[config.mk]
export PLATFORM = sky130hd
export DESIGN_NAME = mem_access_ctrl
export DESIGN_NICKNAME = d
export VERILOG_FILES = /design/src/rtl/mem_access_ctrl.sv
export SDC_FILE = /design/constraint.sdc
export NUM_CORES = 1
export LEC_CHECK = 0
export BUFFER_PORTS_ARGS = -buffer_cell sky130_fd_sc_hd__buf_2
export CAP_MARGIN = 20
export CORE_UTILIZATION = 54
export DETAILED_ROUTE_END_ITERATION = 8
export PLACE_DENSITY = 0.88
export SETUP_SLACK_MARGIN = 0.5
export SLEW_MARGIN = 15
export SYNTH_ARGS = -nofsm -noshare
export SYNTH_HDL_FRONTEND = slang
export SYNTH_SLANG_ARGS = --single-unit
[constraint.sdc]
create_clock -name clk -period 5.15 [get_ports clk]
set_input_delay 0.7725 -clock clk [delete_from_list [all_inputs] [get_ports clk]]
set_output_delay 0.7725 -clock clk [all_outputs]
set_load 0.05 [all_outputs]
[src/rtl/mem_access_ctrl.sv]
// rtl/mem_access_ctrl.sv - load/store/fill request sequencer in front of a single-port data memory
module mem_access_ctrl #(
    parameter int AW   = 19,
    parameter int DW   = 19,
    parameter int LENW = 8
) (
    input  logic            clk,
    input  logic            rst_n,
    input  logic            req_valid,
    output logic            req_ready,
    input  logic [1:0]      req_op,
    input  logic [AW-1:0]   req_addr,
    input  logic [DW-1:0]   req_data,
    input  logic [LENW-1:0] req_len,
    output logic            resp_valid,
    input  logic            resp_ready,
    output logic [DW-1:0]   resp_data,
    output logic            busy,
    output logic            err,
    output logic [AW-1:0]   mem_address,
    output logic [DW-1:0]   mem_write_data,
    output logic            mem_write,
    input  logic [DW-1:0]   mem_read_data
);

    typedef enum logic [2:0] {
        S_IDLE,
        S_LOAD,
        S_RESP,
        S_STORE,
        S_FILL
    } state_t;

    localparam logic [1:0] OP_LOAD  = 2'b00;
    localparam logic [1:0] OP_STORE = 2'b01;
    localparam logic [1:0] OP_FILL  = 2'b10;

    state_t          state_q, state_d;
    logic [AW-1:0]   mem_address_q, mem_address_d;
    logic [DW-1:0]   mem_write_data_q, mem_write_data_d;
    logic            mem_write_q, mem_write_d;
    logic [LENW-1:0] cnt_q, cnt_d;
    logic            resp_valid_q, resp_valid_d;
    logic [DW-1:0]   resp_data_q, resp_data_d;
    logic            err_q, err_d;
    logic            req_ready_q, req_ready_d;

    // mem_address_q doubles as the working address, so the pins only ever change from flops
    always_comb begin
        state_d          = state_q;
        mem_address_d    = mem_address_q;
        mem_write_data_d = mem_write_data_q;
        mem_write_d      = mem_write_q;
        cnt_d            = cnt_q;
        resp_valid_d     = resp_valid_q;
        resp_data_d      = resp_data_q;
        err_d            = 1'b0;

        case (state_q)
            S_IDLE: begin
                mem_write_d = 1'b0;
                if (req_valid && req_ready_q) begin
                    case (req_op)
                        OP_LOAD: begin
                            state_d       = S_LOAD;
                            mem_address_d = req_addr;
                        end
                        OP_STORE: begin
                            state_d          = S_STORE;
                            mem_address_d    = req_addr;
                            mem_write_data_d = req_data;
                            mem_write_d      = 1'b1;
                        end
                        OP_FILL: begin
                            if (req_len != '0) begin
                                state_d          = S_FILL;
                                mem_address_d    = req_addr;
                                mem_write_data_d = req_data;
                                mem_write_d      = 1'b1;
                                cnt_d            = req_len;
                            end
                        end
                        default: err_d = 1'b1;
                    endcase
                end
            end
            S_LOAD: begin
                resp_data_d  = mem_read_data;
                resp_valid_d = 1'b1;
                state_d      = S_RESP;
            end
            S_RESP: begin
                if (resp_ready) begin
                    resp_valid_d = 1'b0;
                    state_d      = S_IDLE;
                end
            end
            S_STORE: begin
                mem_write_d = 1'b0;
                state_d     = S_IDLE;
            end
            S_FILL: begin
                if (cnt_q == LENW'(1)) begin
                    mem_write_d = 1'b0;
                    state_d     = S_IDLE;
                end else begin
                    mem_address_d = mem_address_q + AW'(1);
                    cnt_d         = cnt_q - LENW'(1);
                end
            end
            default: begin
                mem_write_d  = 1'b0;
                resp_valid_d = 1'b0;
                state_d      = S_IDLE;
            end
        endcase

        req_ready_d = (state_d == S_IDLE);
    end

    always_ff @(posedge clk or negedge rst_n) begin
        if (!rst_n) begin
            state_q          <= S_IDLE;
            mem_address_q    <= '0;
            mem_write_data_q <= '0;
            mem_write_q      <= 1'b0;
            cnt_q            <= '0;
            resp_valid_q     <= 1'b0;
            resp_data_q      <= '0;
            err_q            <= 1'b0;
            req_ready_q      <= 1'b0;
        end else begin
            state_q          <= state_d;
            mem_address_q    <= mem_address_d;
            mem_write_data_q <= mem_write_data_d;
            mem_write_q      <= mem_write_d;
            cnt_q            <= cnt_d;
            resp_valid_q     <= resp_valid_d;
            resp_data_q      <= resp_data_d;
            err_q            <= err_d;
            req_ready_q      <= req_ready_d;
        end
    end

    assign req_ready      = req_ready_q;
    assign resp_valid     = resp_valid_q;
    assign resp_data      = resp_data_q;
    assign busy           = (state_q != S_IDLE);
    assign err            = err_q;
    assign mem_address    = mem_address_q;
    assign mem_write_data = mem_write_data_q;
    assign mem_write      = mem_write_q;

endmodule

==> run metrics <==
Hold Slack=0.485 ns; Post-synth EDFFs=0; sequential share of the synthesized area=0.492; Hold WC Path Type=flip-flop to flip-flop; Pre-Repair DR Iteration Count=9; RSZ-0062 raised after global routing=no; Max Fclk=0.371 GHz; Max Root-Sink Buffers=2; Initial DRC Count=225; final hold vios=0; Yosys cell types=50; setup violators final=0; Total Routed Length=8.92 mm; starting density of the core=0.567; share of cells above drive strength 1=0.405; diode count=0; post-route minimum period=2.69 ns; placer congestion estimate=0.836; TritonCTS Buffers=9; worst reg-to-reg path cell count=5; Syn Inst Count=338; number of cell rows=29; synthesized net count=416; via count=3,191; CTS sink cnt=72; H-tree depth=3; status=finished, violations left; Comb power frac=0.564; worst vdd ir=0.000411 V; Synth Warn #=0; setup TNS=0 ns; Yosys top cell by area=dfrtp_1; Placed Area=0.00435 mm^2; FF+latch count, synth=72; post-synth top area share=0.492; Area growth, synth to finish=24.2%; switching power=0.00187 W; Syn Std Cell Area=0.00366 mm^2; setup bufs post-CTS=0; CP Max Fanout=20; # Max-Cap Violations=0; total grt overflow=0; asr flop ratio synth=1.00; synth top area cells=dfrtp_1, mux2_2, o21ai_0, a21oi_1, mux2_1; Die Footprint=0.00712 mm^2; WP data arrival=2.92 ns; GRT Total Usage=0.264; fin area=0.00455 mm^2; critical path startpoint=req_op[0]; vias in the first global route=3,198; Post-DP HPWL=6.40 mm; remaining antenna violation count=0; Slew Limit Headroom=0.355; DRC violations left=15; Synth Flop Type=dfrtp_1; Max Slew Vio Count=0; Avg Cell Area, Syn=10.8 um^2; Via density=5.79; core area=0.00646 mm^2; Clk pwr share=0.128; Setup CP Type=primary input to flip-flop; post-CTS sizing=0; DR WL/cell=16.2 um; worst slew pin tran=0.966 ns; Static Leakage=2.12 nW; Setup crit start kind=primary input; fillers=504; violated checks=design-rule violations; io pins=133; largest net degree at the start of global routing=73; FF-to-FF setup slack=2.55 ns; Post-CTS Hold Fix Bufs=0; first-pass GRT wire length=14.9 mm; CTS tree=yes; Reg2Reg Launch Point=state_q[2]; root buf cell=clkbuf_8; initial antenna violation count=0; reg-to-reg endpoint=mem_address[14]; Worst Setup EP=mem_address[14]; period utilization=0.523; Die W=84.4 um; Layout Skew=0.0148 ns; Clk Latency, worst-skew pair=0.35 ns; port bufs=132; Worst EP required=5.38 ns; sw frac=0.534; clock slew at reported path FFs=0.07 ns; PD cells=770 mW/mm^2; die height=84.4 um; crit end category=flip-flop; Cell Int Power=0.00163 W; Seq pwr share=0.309; fin nets=547
flip-flops by register name (all words and copies together) (netlist names):
name and flops:
cnt_q 8, state_q 3, mem_write 1, resp_valid 1
mem_write_data 19, err 1, resp_data 19, req_ready 1
mem_address 19
final cells by class:
| type | instances | area (um^2) | share of cell area |
|---|---|---|---|
| Inverter | 10 | 37.5 | 0.00825 |
| Timing Repair Buffer | 134 | 676 | 0.148 |
| Clock inverter | 5 | 56.3 | 0.0124 |
| Sequential cell | 72 | 1800 | 0.396 |
| Clock buffer | 11 | 141 | 0.0311 |
| Multi-Input combinational cell | 242 | 1740 | 0.383 |
| Tap cell | 77 | 96.3 | 0.0212 |
power by group through the flow:
stage / Sequential, W / Clock [W] / Combinational, W
after floorplan: 0.00185 / 0 / 0.000755
after global placement: 0.00106 / 0 / 0.00193
after detailed placement: 0.00108 / 0 / 0.00198
after CTS: 0.00108 / 0.000454 / 0.00198
after global routing: 0.00112 / 0.000481 / 0.00210
final: 0.00108 / 0.000448 / 0.00198
cells in the final DEF, fill, tap and decap left out, drive strengths merged, types with 2 or more instances in the layout:
cell / n
mux2i: 2
or3: 3
nand3: 8
o2bb2ai: 2
a2bb2oi: 8
nor3: 6
inv: 10
a211oi: 2
mux2: 38
nor4: 5
ha: 7
a31oi: 5
o22a: 2
o22ai: 5
clkbuf: 11
clkinv: 3
buf: 134
o211ai: 2
nand2b: 3
nand4: 7
o21ai: 33
and2: 2
nor2: 32
dfrtp: 72
and3: 5
a21oi: 30
nand2: 21
critical path: stages:
cell and delay (ns):
buf_2 0.12, inv_1 0.07, ha_1 0.27, nor3_1 0.12, a311oi_4 0.39, a2bb2oi_2 0.70, o21ai_0 0.20, a22o_1 0.27
stage by stage:
stage | power (W) | worst slack [ns] | utilization | std cells
2_1_floorplan | 0.00260 | 2.94 | - | 338
3_3_place_gp | 0.00299 | 2.19 | 0.674 | 535
3_5_place_dp | 0.00306 | 2.12 | 0.674 | 535
4_1_cts | 0.00351 | 2.48 | 0.705 | 551
5_1_grt | 0.00371 | 2.32 | 0.705 | 551
6_report | 0.00351 | 2.46 | 0.705 | 551
routing by layer:
metal,track usage,vias up,wire length (um)
met1,0.327,1528,3730
li1,-,1511,-
met5,0,-,0
met2,0.460,142,4440
met4,0.0663,0,93
met3,0.0718,10,652
cell families (layout without fill, tap and decap cells):
group,Yosys count,in the layout,share of synthesized area
multiplexers,40,40,0.122
adder cells (fa/ha/maj),7,7,0.0239
AND/OR/NAND/NOR,97,97,0.148
AO/OA/AOI/OAI,98,98,0.180
flip-flops,72,72,0.492
buffers and inverters,24,160,0.0345
worst min path at each step:
stage,depth (start not counted),slack [ns],from,endpoint
floorplan,0,0.48,rst_n,cnt_q[0]
global placement,1,0.47,mem_write_data[5],mem_write_data[5]
detailed placement,1,0.48,mem_write_data[11],mem_write_data[11]
CTS,1,0.49,mem_write_data[11],mem_write_data[11]
global route,1,0.50,mem_write_data[11],mem_write_data[11]
finish,1,0.48,mem_write_data[11],mem_write_data[11]
cell usage after synthesis, drive strengths merged (6+ instances only):
cell type  instances
a21oi             30
nand4              7
nand3              8
buf                9
nor2              32
dfrtp             72
mux2              38
a2bb2oi            8
o21ai             33
ha                 7
nand2             21
nor3               6
inv               10
No activity file was read; power rests on OpenSTA's default activity.
